`src/rtl/interval_irq_ctrl.sv`:
```
// rtl/interval_irq_ctrl.sv - sticky level interrupt request from interval timer ticks, with tick/overrun counters
module interval_irq_ctrl #(
    parameter int CNT_W = 16
) (
    input  logic             ap_clk,
    input  logic             ap_rst,
    input  logic             tick_i,
    input  logic             enable_i,
    input  logic             ack_i,
    input  logic             clear_cnt_i,
    output logic             irq_o,
    output logic             overrun_o,
    output logic [CNT_W-1:0] tick_cnt_o,
    output logic [CNT_W-1:0] overrun_cnt_o
);

    typedef enum logic [1:0] {
        ST_DISABLED = 2'd0,
        ST_WAIT     = 2'd1,
        ST_PEND     = 2'd2
    } state_t;

    localparam logic [CNT_W-1:0] CNT_ONE = {{(CNT_W-1){1'b0}}, 1'b1};
    localparam logic [CNT_W-1:0] CNT_MAX = {CNT_W{1'b1}};

    state_t state, state_nxt;
    logic   tick_d;
    logic   rise;
    logic   accept;
    logic   overrun_evt;

    assign rise = tick_i & ~tick_d;

    always_comb begin
        state_nxt   = state;
        accept      = 1'b0;
        overrun_evt = 1'b0;
        case (state)
            ST_DISABLED: begin
                if (enable_i) state_nxt = ST_WAIT;
            end
            ST_WAIT: begin
                if (rise) begin
                    state_nxt = ST_PEND;
                    accept    = 1'b1;
                end
            end
            ST_PEND: begin
                // A rise coinciding with ack replaces the acknowledged request.
                if (rise && ack_i)  accept      = 1'b1;
                else if (rise)      overrun_evt = 1'b1;
                else if (ack_i)     state_nxt   = ST_WAIT;
            end
            default: state_nxt = ST_DISABLED;
        endcase
        if (!enable_i) begin
            state_nxt   = ST_DISABLED;
            accept      = 1'b0;
            overrun_evt = 1'b0;
        end
    end

    always_ff @(posedge ap_clk) begin
        if (ap_rst) begin
            state         <= ST_DISABLED;
            tick_d        <= 1'b0;
            overrun_o     <= 1'b0;
            tick_cnt_o    <= '0;
            overrun_cnt_o <= '0;
        end else begin
            state  <= state_nxt;
            tick_d <= tick_i;
            if (overrun_evt)  overrun_o <= 1'b1;
            else if (ack_i)   overrun_o <= 1'b0;
            if (clear_cnt_i) begin
                tick_cnt_o    <= '0;
                overrun_cnt_o <= '0;
            end else begin
                if (accept) tick_cnt_o <= tick_cnt_o + CNT_ONE;
                if (overrun_evt && overrun_cnt_o != CNT_MAX)
                    overrun_cnt_o <= overrun_cnt_o + CNT_ONE;
            end
        end
    end

    assign irq_o = (state == ST_PEND);

endmodule

```
`config.mk`:
```
export PLATFORM = sky130hd
export DESIGN_NAME = interval_irq_ctrl
export DESIGN_NICKNAME = d
export VERILOG_FILES = /design/src/rtl/interval_irq_ctrl.sv
export SDC_FILE = /design/constraint.sdc
export NUM_CORES = 1
export LEC_CHECK = 0
export BUFFER_PORTS_ARGS = -buffer_cell sky130_fd_sc_hd__buf_2
export CORE_UTILIZATION = 58
export CTS_CLUSTER_SIZE = 24
export DETAILED_ROUTE_END_ITERATION = 7
export MAX_ROUTING_LAYER = met4
export PLACE_DENSITY = 0.88
export SLEW_MARGIN = 10
export SYNTH_ARGS = -nofsm -noshare
export SYNTH_HDL_FRONTEND = slang
export SYNTH_SLANG_ARGS = --single-unit
```
`constraint.sdc`:
```
create_clock -name ap_clk -period 3.9 [get_ports ap_clk]
set_input_delay 0 -clock ap_clk [delete_from_list [all_inputs] [get_ports ap_clk]]
set_output_delay 0 -clock ap_clk [all_outputs]
set_load 0.02 [all_outputs]
```
; Yosys cells after proc, flatten, opt, wreduce, memory -nomap -nowiden
; Cells that the tools add are included.
[totals]
elab_cells = 38
ff_bits = 36
inputBits = 6
out_inout_bits = 34
[op_classes]
mux = 14
reduce_logical = 7
add_sub_neg = 2
n_bitwise = 3
eq_ne = 7
[ops]
columns = cell, count
row1 = "adder 16 x 1 -> 16 bit, second input constant", 2
row2 = "inequality test 16 bit, second input constant", 1
row3 = two-way mux 1 bit, 8
row4 = two-way mux 2 bit, 4
row5 = "inequality test 2 bit, second input constant", 4
row6 = case mux 2 bit (3 select lines), 1
row7 = AND reduction 4 bit, 1
row8 = OR reduction 2 bit, 2
row9 = "== test 2 x 1 -> 1 bit, second input constant", 1
row10 = "== test 2 bit, second input constant", 1
row11 = logical AND 1 bit, 2
row12 = logical NOT 2 bit, 1
row13 = NOT 1 bit, 2
row14 = case mux 1 bit (2 select lines), 1
row15 = nonzero test 2 bit, 1
row16 = bitwise AND 1 bit, 1

; Depth between registers and ports, before layout
[depth]
depth_word = 7
mapped_depth = 7
depth_no_buf = 6

; Least setup slack after synthesis
; OpenSTA, ideal clock, no wires.
[synth_path]
path_kind = reg2reg
start = reg state[0]
end = reg overrun_cnt_o[11]
stages_incl_launch_ff = 8
period_less_slack_ps = 1878
t_required_ps = 3829
setup_ps = 71
slack_ps = 2022
t_arrival_ps = 1808
n_path_buf = 1
path_cell_list = dfxtp_1 -> inv_1 -> ha_1 -> and2b_4 -> nand4_4 -> buf_6 -> or4_1 -> a21oi_1
[synth_via]
elab_chain_len = 4
[synth_lines]
columns = element, line
row1 = "start, declared", 26  ; state_t state, state_nxt;
row2 = "start signal, assigned", 71  ; state <= state_nxt;
row3 = == test 2 bit, n/a
row4 = via irq_o, 11  ; output logic irq_o,
row5 = two-way mux 1 bit, 38  ; case (state)
row6 = two-way mux 1 bit, 56  ; if (!enable_i) begin
row7 = logical AND 1 bit, 80  ; if (overrun_evt && overrun_cnt_o != CNT_MAX)
row8 = "end signal, assigned", 81  ; overrun_cnt_o <= overrun_cnt_o + CNT_ONE;
row9 = "end, declared", 14  ; output logic [CNT_W-1:0] overrun_cnt_o
; The timed path passes the listed nets, and every way through them passes these cells.
; A chain may end at the register's enable or synchronous reset.

; Worst setup path after layout
[layout_path]
start = reg state[0]
end = reg tick_cnt_o[15]
[layout_via]
elab_chain_len = 3
word_cells_on_any_way = 4
cone_classes = eq/ne: 2 / mux: 2
[layout_lines]
columns = element, line
row1 = == test 2 bit or == test 2 x 1 -> 1 bit (tied branches), 38
row2 = case mux 1 bit (2 select lines) (*), 38
row3 = two-way mux 1 bit (*), 56
row4 = "end signal, assigned", 79  ; if (accept) tick_cnt_o <= tick_cnt_o + CNT_ONE;
row5 = "end, declared", 13  ; output logic [CNT_W-1:0] tick_cnt_o,
; Mark *: on every way between the ends. The rest lies on a longest branch, timed or not.

==> impl_summary.md <==
Route
The post-detailed-routing wire length is 3.92 mm. In the final routing, the length of wire on met1 measures 1.82 mm. The highest layer touched by signal routing is met4.

In the detailed route, the total length drawn on met3 is ~170 microns. The met2 wire length is between 1.5 and 2 mm. Using the TritonRoute via totals, the vias-per-cell ratio works out to between 5 and 6. For this run, the detailed router's first-pass iteration total came to 4. The antenna violation net count after detailed routing is 0. Detailed routing inserted a total of 1764 vias. The DRC violations left is 0. The final routed wire length divided by cell count is 13.2 microns.

The count of routing violations after the opening detailed-route iteration is 84.

Final layout
After the flow finishes, the layout carries non-filler instances totaling ~300. The number of antenna cells inserted is 0. The core utilization of the finished layout is a little under three quarters. The final-stage net count is 263. Counting the fill cells in the layout gives 263. The synthesis-to-layout area growth is 15.5%. The fraction of final layout cells sized beyond drive strength 1 is about a fifth.

Power
For this design the static power due to leakage is roughly 0.86 nW. The worst ir drop on vdd is 214 uV. The net switching fraction of the power is 23.3%.

The logic gate share of total power is 5.0%. The share of total power dissipated in the clock network is between 30% and 40%. The relative contribution of sequential cells to total power is between 60 and 70%. The internal power component is between 0.0004 and 0.0005 W. The ratio of total power to cell area is ~280 nW/um^2.

The net switching power figure is 0.000143 W.

Logic synthesis
The synthesized area per cell is 8.93 sq um. Yosys printed 0 warnings. After synthesis, the share of flip-flops with an asynchronous set or reset is 0%.

Counting flops with a built-in enable in the synthesized netlist gives 0. The number of nets produced by synthesis is between 200 and 250. Of the post-synthesis cell area, the dominant cell type holds between 30% and 40%. Counting instances in the post-synthesis netlist gives the leading cell types as sky130_fd_sc_hd__dfxtp_1, sky130_fd_sc_hd__a21oi_1, sky130_fd_sc_hd__nand2_1, sky130_fd_sc_hd__nor2_1. The unique cell type count in the Yosys netlist is approximately 50. The portion of the post-synthesis area used by sequential elements is 38.4%.

Synthesis inferred 36 register bits. After synthesis the cells add up to around 1900 sq um. In the post-synthesis netlist, the cell with the most instances is sky130_fd_sc_hd__dfxtp_1. The dominant register cell in the synthesized netlist is sky130_fd_sc_hd__dfxtp_1.

The top cell type by total area after synthesis is sky130_fd_sc_hd__dfxtp_1. Ranked by total cell area, the synthesized netlist is headed by sky130_fd_sc_hd__dfxtp_1, sky130_fd_sc_hd__a21oi_1, sky130_fd_sc_hd__o31ai_1, sky130_fd_sc_hd__or4_1, sky130_fd_sc_hd__ha_1. The gate count after technology mapping is 210.

Clock tree
The clock-pin transition on the worst setup and hold timing paths is ~0.10 ns. The buffers inserted during post-CTS setup optimization is 0. The H-tree was split into 2 levels. The clock latency on the worst-skew pair is 0.35 ns. The buffer depth of the longest clock path is 2.

Counting every sink on the clock net gives 36. TritonCTS built the clock tree. The root buffer cell chosen for the clock tree is sky130_fd_sc_hd__clkbuf_4. The number of buffers added by the clock tree synthesis step is 5.

Setup path
The required time of the critical path is about 4.2 ns. STA classifies the critical path startpoint as a flop. In this run the worst path has a maximum fanout of 7. The path type of the worst setup path is flop to flop. STA puts the critical path data arrival time at 2.30 ns.

Setup slack on the worst reg-to-reg path comes out at about 1.9 ns. The category of the worst setup path capture point is a flop.

Timing
In the finished design, the share of the clock period the worst path needs comes to 52.1%. Setup repair after global routing left no endpoint under its margin. Setup violations remaining at the end of the flow were counted as 0. The final count of hold timing violations is 0.

At the pin with the least slew margin, the transition time is ~1.1 ns. Static timing analysis puts the maximum clock frequency at 492 MHz. In the final timing run, aggregate negative setup slack is 0 ns.

Counting I/O delays and the setup requirement, the final critical path takes roughly 2 ns. Headroom to the max-slew limit came out at 29.0%. The number of max-slew violations in the final report is 0.

The largest clock skew in the final design is ~0.0063 ns.

Floorplanning
The number of top-level pins is 40. The floorplan row count is 20. The core box area is ~3000 sq um. The area of the die is about 3500 sq um. Measured along the y axis, the die boundary spans a little under 60 microns. In this run the horizontal extent of the chip is 58.9 microns. The effective utilization at floorplan is around 61%.

Run status
The run finished with clean final reports.

Placement
The total of buffers placed on input and output ports is 39. The number of cells after detailed placement is 285. The last weighted congestion value of the routability-driven placer is 0.834. The post-detailed-placement half-perimeter wirelength is 2.77 mm.

Global routing
Across every metal layer, demand over resource in global routing totals between 20% and 30%. The number of global-route vias before repair is around 1500. The number of antenna violations at the first check in global routing came to 0. The largest net degree at the start of global routing is 31. For this run the aggregate overflow at the end of global routing stands at 0. The first global-routing pass estimated between 6 and 7 mm of wire.

Run
The number of violations of the max-capacitance limit is 0.

Hold path
The class of the most critical hold timing path is primary input to flop.
## cells by family (layout without fill, tap and decap cells)
family,Yosys count,in the layout,share of synthesized area [%]
xor gates and xnor gates,7,7,3.27
buffers and inverters,13,56,4.07
DFF,36,36,38.4
adders and majority gates,5,5,3.34
and+or+nand+nor,92,92,31.6
AOI/OAI and AO/OA,57,57,19.3
## critical path, cell delays in order (launching register included)
cell and delay (ns):
sky130_fd_sc_hd__dfxtp_1 0.36, sky130_fd_sc_hd__inv_1 0.07, sky130_fd_sc_hd__ha_1 0.32, sky130_fd_sc_hd__and4b_1 0.36, sky130_fd_sc_hd__nand4_2 0.20, sky130_fd_sc_hd__or4_1 0.49, sky130_fd_sc_hd__a21oi_1 0.15
## state kept, by name (all words and copies together) (netlist names)
register,flops
overrun_cnt_o,16
overrun_o,1
state,2
tick_cnt_o,16
tick_d,1
## routing by layer
metal	up-vias	global-route usage, %
met5	-	-
met4	0	12.9
met3	9	6.15
met2	39	39.1
met1	817	31.7
li1	899	-
## power by group through the flow
stage                     clock network [W]  registers (W)  logic (W)
final                              0.000211       0.000370  0.0000307
after global routing               0.000231       0.000370  0.0000337
after CTS                          0.000215       0.000370  0.0000304
after detailed placement                  0       0.000378  0.0000273
after global placement                    0       0.000378  0.0000265
after floorplan                           0       0.000378  0.0000184
## through the flow
stage / hold slack (ns) / area [sq um] / setup slack [ns] / power, W
after detailed placement: 0.231 / 2070 / 1.89 / 0.000406
after global routing: 0.00686 / 2170 / 1.63 / 0.000635
after floorplan: 0.0691 / 1880 / 2.02 / 0.000397
after CTS: 0.00202 / 2170 / 1.86 / 0.000615
final: 0.00450 / 2170 / 1.87 / 0.000612
after global placement: 0.232 / 2070 / 1.97 / 0.000405
## cells in the final DEF (no fill, tap or decap), types with 6 or more instances in the layout
cell	n
sky130_fd_sc_hd__a21oi_1	23
sky130_fd_sc_hd__nor2_1	13
sky130_fd_sc_hd__dfxtp_1	36
sky130_fd_sc_hd__nand3_1	8
sky130_fd_sc_hd__or4_1	12
sky130_fd_sc_hd__and4_1	6
sky130_fd_sc_hd__o31ai_1	12
sky130_fd_sc_hd__nand2_1	13
sky130_fd_sc_hd__nand4_1	9
sky130_fd_sc_hd__o21ai_0	6
sky130_fd_sc_hd__or3_1	6
sky130_fd_sc_hd__buf_2	39
## worst paths after layout
check | cells past startpoint | end | from
hold / removal | 3 | overrun_cnt_o[1] | clear_cnt_i
setup / recovery | 6 | tick_cnt_o[15] | state[0]
hold reg to reg | 2 | overrun_o | overrun_o
setup reg to reg | 6 | tick_cnt_o[15] | state[0]
## layout make-up
type | instances | area, sq um | area share, %
repair buffers | 43 | 235 | 10.9
clock buffers | 8 | 58.8 | 2.71
inverters | 5 | 18.8 | 0.866
multi-input cells | 161 | 1080 | 49.8
well taps | 44 | 55.1 | 2.54
flip-flops and latches | 36 | 721 | 33.3
## timing repair
action	CTS	global route
hold buffers	4	0
endpoints found under the setup margin	0	0
endpoints found under the hold margin	4	0
resized for setup	0	0
Note: power is estimated with default switching activity, not from simulation.
